==> config.mk <==
export PLATFORM = sky130hd
export DESIGN_NAME = gray_bus_arbiter
export DESIGN_NICKNAME = d
export VERILOG_FILES = /design/src/rtl/gray_bus_arbiter.sv
export SDC_FILE = /design/constraint.sdc
export NUM_CORES = 1
export LEC_CHECK = 0
export ABC_AREA = 0
export CAP_MARGIN = 0
export CORE_AREA = 10 10 151 153
export DETAILED_ROUTE_END_ITERATION = 7
export DIE_AREA = 0 0 161 163
export GPL_TIMING_DRIVEN = 0
export MAX_ROUTING_LAYER = met4
export PLACE_DENSITY = 0.73
export SLEW_MARGIN = 20
export SYNTH_ARGS = -nofsm -noshare
export SYNTH_HDL_FRONTEND = slang
export SYNTH_SLANG_ARGS = --single-unit
==> constraint.sdc <==
create_clock -name clk -period 2 [get_ports clk]
set_clock_uncertainty 0.15 [all_clocks]
set_input_delay 0.5 -clock clk [delete_from_list [all_inputs] [get_ports clk]]
set_output_delay 0.5 -clock clk [all_outputs]
set_load 0.005 [all_outputs]
==> src/rtl/gray_bus_arbiter.sv <==
// Round-robin arbiter that shares the gray-coding bus among NREQ requesters.
// It runs one transaction at a time: grant, drive the bus for BEATS cycles, capture dataout, respond.
module gray_bus_arbiter #(
  parameter int NREQ  = 4,
  parameter int AW    = 32,
  parameter int DW    = 32,
  parameter int BEATS = 16
) (
  input  logic             clk,
  input  logic             reset,
  input  logic [NREQ-1:0]  req,
  input  logic [NREQ*AW-1:0] req_addr,
  input  logic [NREQ*DW-1:0] req_data,
  input  logic [NREQ-1:0]  req_rw,
  output logic [NREQ-1:0]  gnt,
  output logic [NREQ-1:0]  rsp_valid,
  output logic [DW-1:0]    rsp_data,
  output logic             busy,
  output logic             dut_en,
  output logic [AW-1:0]    dut_addr,
  output logic [DW-1:0]    dut_datain,
  output logic             dut_rw,
  input  logic [DW-1:0]    dut_dataout
);

  localparam int PW = $clog2(NREQ);
  localparam int CW = (BEATS > 1) ? $clog2(BEATS) : 1;
  localparam logic [NREQ-1:0] ONE = {{(NREQ-1){1'b0}}, 1'b1};

  typedef enum logic [1:0] {IDLE, XFER, RESP} state_t;

  state_t            state_q;
  logic [PW-1:0]     ptr_q;
  logic [PW-1:0]     owner_q;
  logic [CW-1:0]     cnt_q;
  logic [NREQ-1:0]   gnt_q;
  logic [NREQ-1:0]   rsp_valid_q;
  logic [DW-1:0]     rsp_data_q;
  logic              busy_q;
  logic              dut_en_q;
  logic [AW-1:0]     dut_addr_q;
  logic [DW-1:0]     dut_datain_q;
  logic              dut_rw_q;

  logic              win_vld_d;
  logic [PW-1:0]     win_idx_d;

  // Search starts just after the last owner, so the previous winner ranks lowest.
  always_comb begin
    int j;
    j         = 0;
    win_vld_d = 1'b0;
    win_idx_d = '0;
    for (int k = 1; k <= NREQ; k++) begin
      j = int'(ptr_q) + k;
      if (j >= NREQ) j = j - NREQ;
      if (!win_vld_d && req[PW'(j)]) begin
        win_vld_d = 1'b1;
        win_idx_d = PW'(j);
      end
    end
  end

  always_ff @(posedge clk) begin
    if (!reset) begin
      state_q      <= IDLE;
      ptr_q        <= PW'(NREQ - 1);
      owner_q      <= '0;
      cnt_q        <= '0;
      gnt_q        <= '0;
      rsp_valid_q  <= '0;
      rsp_data_q   <= '0;
      busy_q       <= 1'b0;
      dut_en_q     <= 1'b0;
      dut_addr_q   <= '0;
      dut_datain_q <= '0;
      dut_rw_q     <= 1'b0;
    end else begin
      case (state_q)
        IDLE: begin
          if (win_vld_d) begin
            gnt_q        <= ONE << win_idx_d;
            owner_q      <= win_idx_d;
            dut_addr_q   <= req_addr[win_idx_d*AW +: AW];
            dut_datain_q <= req_data[win_idx_d*DW +: DW];
            dut_rw_q     <= req_rw[win_idx_d];
            cnt_q        <= CW'(BEATS - 1);
            dut_en_q     <= 1'b1;
            busy_q       <= 1'b1;
            state_q      <= XFER;
          end
        end
        XFER: begin
          gnt_q <= '0;
          if (cnt_q == '0) begin
            rsp_data_q  <= dut_dataout;
            rsp_valid_q <= ONE << owner_q;
            dut_en_q    <= 1'b0;
            state_q     <= RESP;
          end else begin
            cnt_q <= cnt_q - CW'(1);
          end
        end
        RESP: begin
          // Only a completed transaction moves the pointer, which keeps rotation fair.
          rsp_valid_q <= '0;
          ptr_q       <= owner_q;
          busy_q      <= 1'b0;
          state_q     <= IDLE;
        end
        default: state_q <= IDLE;
      endcase
    end
  end

  assign gnt        = gnt_q;
  assign rsp_valid  = rsp_valid_q;
  assign rsp_data   = rsp_data_q;
  assign busy       = busy_q;
  assign dut_en     = dut_en_q;
  assign dut_addr   = dut_addr_q;
  assign dut_datain = dut_datain_q;
  assign dut_rw     = dut_rw_q;

endmodule

==> results_dict.tcl <==
set metrics [dict create \
    period_minus_slack_ps 2040 \
    cp_top_family "compound AO/OA/AOI/OAI gates" \
    required_ps 2130 \
    worst_slew_pin_slew_ps 701 \
    status "finished with violations" \
    synth_area_leaders "dfxtp_1 (39%), mux2i_1 (11%), a221oi_1 (8.1%), o22ai_1 (6.8%), o21ai_0 (5.7%)" \
    synth_top_cell_by_area "dfxtp_1" \
    overflow 0 \
    violations "negative setup slack" \
    synthArstFlopShare_pct 0 \
    crit_path_start_kind "flop" \
    seq_area_frac_synth_pct 38.9 \
    syn_nets 994 \
    power.total_uw 8890 \
    cpPeakStageDelay_ps 360 \
    htree_levels 4 \
    post_route_cells_drive_above_1_share_pct 18.1 \
    yosysTopAreaCellShare_pct 38.9 \
    die_w_um 161 \
    drt_iter0_drc 528 \
    setup-tns-final_ps -39.5 \
    grt_pass1_vias 7444 \
    drtAntennaViolNets 0 \
    leakage_uw 0.00462 \
    max_freq_ghz 0.490 \
    area.growth.synth_to_final_pct 98.2 \
    drv_slew 0 \
    cts_buffers 17 \
    fp.dieH_um 163 \
    crit_arrival_ps 2170 \
    wl_per_cell_um 23.8 \
    first_pass_iters 5 \
    relSlewSlack_pct 53.3 \
    grt_pass1_wl_um 47600 \
    antenna_found_initial 5 \
    start_util_pct 30.2 \
    min_path_type "reg -> reg" \
    rsz0062_at_grt "yes" \
    vias_per_cell 5.25 \
    numPortBuffers 403 \
    path_cells "nand2b_4, a211o_1, o211a_4, buf_4, a221oi_4, o22ai_1" \
    synth.distinct_cells 39 \
    wl_um 33800 \
    path_class "reg -> reg" \
    yosysWarnings 0 \
    synth_area_sq_mm 0.00602 \
    p_per_area_mw_per_mm2 745 \
    nNetsFinal 1429 \
    die_area_sq_mm 0.0262 \
    setup_slack_ps -39.5 \
    drc 0 \
    finalSetupViolations 1 \
    timing.rr.start "ptr_q[0]" \
    path_clk_slew_ps 60 \
    root_buffer "clkbuf_16" \
    grtUsageTotal_pct 24.5 \
    io-pin-count 405 \
    whs_ps 301 \
    routabilityCongestion 0.934 \
    path_buf_inv 1 \
    cts.path.max_buffers 2 \
    max-cap-violations 0 \
    min_from "rsp_data[5]" \
    ir_drop_mv 0.533 \
    via_count 7449 \
    avgSynthCellArea_sq_um 8.66 \
    ys_seq_elements 117 \
    synth_edf_count 0 \
    synthCells 695 \
    synth_top_flop_cell "dfxtp_1" \
    core_sq_mm 0.0199 \
    crit_slowest_cell "dfxtp_4" \
    crit_fanout 10 \
    grt_max_degree 17 \
    fin_crit_sh_pct 102 \
    cts_tree "yes" \
    cp-startpoint "ptr_q[0]" \
    cts.sinks 117 \
    crit_path_end_kind "flop" \
    hold_violations 0 \
    dpl.hpwl_um 26000 \
    clock_latency_ps 410 \
    nFillCells 1742 \
    row_count 52 \
]
## layout by cell type (no fill, tap or decap), types with 13 or more instances in the layout
| cell type | netlist | layout |
|---|---|---|
| nand2_1 | 75 | 74 |
| clkdlybuf4s50_1 | 0 | 375 |
| o21ai_1 | 1 | 22 |
| nor2_1 | 18 | 17 |
| clkbuf_1 | 44 | 15 |
| clkbuf_16 | 0 | 20 |
| o21ai_0 | 68 | 46 |
| clkbuf_2 | 0 | 13 |
| a21oi_1 | 40 | 40 |
| dlymetal6s2s_1 | 0 | 15 |
| mux2i_1 | 67 | 44 |
| or2_1 | 19 | 19 |
| a221oi_1 | 56 | 33 |
| dfxtp_1 | 117 | 115 |
| a221oi_2 | 10 | 26 |
| mux2i_4 | 0 | 15 |
| or2_2 | 39 | 38 |
| o22ai_1 | 65 | 64 |
## per-layer routing
layer	part of all wire (%)	wire (um)	GRT usage [%]
met4	2.6	867	8.60
met1	37	12700	26.4
met5	0	0	-
met2	50	17000	40.9
met3	9.4	3190	9.10
## area by class of cell
cell class / count / area, sq um / area share, %
Timing Repair Buffer: 417 / 4230 / 35.5
Multi-Input combinational cell: 508 / 3880 / 32.5
Sequential cell: 117 / 2350 / 19.7
Buffer: 61 / 463 / 3.88
Clock buffer: 20 / 457 / 3.83
Tap cell: 270 / 338 / 2.83
Clock inverter: 12 / 175 / 1.47
Inverter: 8 / 30.0 / 0.252
Antenna cell: 6 / 15.0 / 0.126
## power by group
part	switching [uW]	internal, uW
logic	1230	1600
clock network	1160	2150
registers	158	2600
## cell families (layout without fill, tap and decap cells)
kind of cell | count (synthesis) | count (layout) | synth area share [%]
multiplexers | 67 | 67 | 11.1
other | 0 | 6 | 0
AND/OR/NAND/NOR | 180 | 180 | 15.0
AO/OA/AOI/OAI | 260 | 260 | 29.3
buffers and inverters | 70 | 518 | 5.51
adder cells (fa/ha/maj) | 1 | 1 | 0.208
flip-flops | 117 | 117 | 38.9
## worst register-to-register path: stages, from the launching register on
cell      delay (ps)
dfxtp_4          360
nand2b_4         160
a211o_1          300
o211a_4          200
buf_4            220
a221oi_4         360
o22ai_1          160
## final timing paths
| kind | end | slack (ps) | cells past startpoint |
|---|---|---|---|
| max | dut_datain[10] | -40 | 6 |
| min | rsp_data[5] | 300 | 2 |
| max reg2reg | dut_datain[10] | -40 | 6 |
| min reg2reg | rsp_data[5] | 300 | 2 |
## timing repair
item,in CTS,in global routing
setup endpoints to repair,123,115
hold buffers,0,0
buffers inserted,5,5
gates cloned,0,4
gates resized for setup,90,151
pin swaps,1,12
## per-stage QoR
stage	setup slack [ps]	area [sq um]	cells	utilization, %
floorplan	75.9	6020	695	-
global placement	-1050	10400	1368	52.2
detailed placement	-1060	10400	1368	52.2
CTS	-6.47	11300	1405	56.8
global route	-70.1	11900	1418	59.9
finish	-39.5	11900	1419	59.9
## synth_stat cells (2+ instances only)
library cell,count
dfxtp_1,117
nand2_1,75
o21ai_0,68
mux2i_1,67
o22ai_1,65
a221oi_1,56
clkbuf_1,44
a21oi_1,40
or2_2,39
or2_1,19
nor2_1,18
nand2b_1,13
a221oi_2,10
buf_2,10
inv_1,8
buf_6,7
a22oi_1,5
a31oi_1,4
nor3_1,3
nor3b_1,3
a211oi_1,2
a21o_1,2
nand3_1,2
nor2b_1,2
o211a_1,2
## sequential cells by signal, summed over array words and instances (netlist names)
signal and count:
dut_addr 32, dut_datain 32, rsp_data 32, cnt_q 4
gnt 4, rsp_valid 4, owner_q 2, ptr_q 2
state_q 2, busy 1, dut_en 1, dut_rw 1
Power figures use the tool's default switching activity.
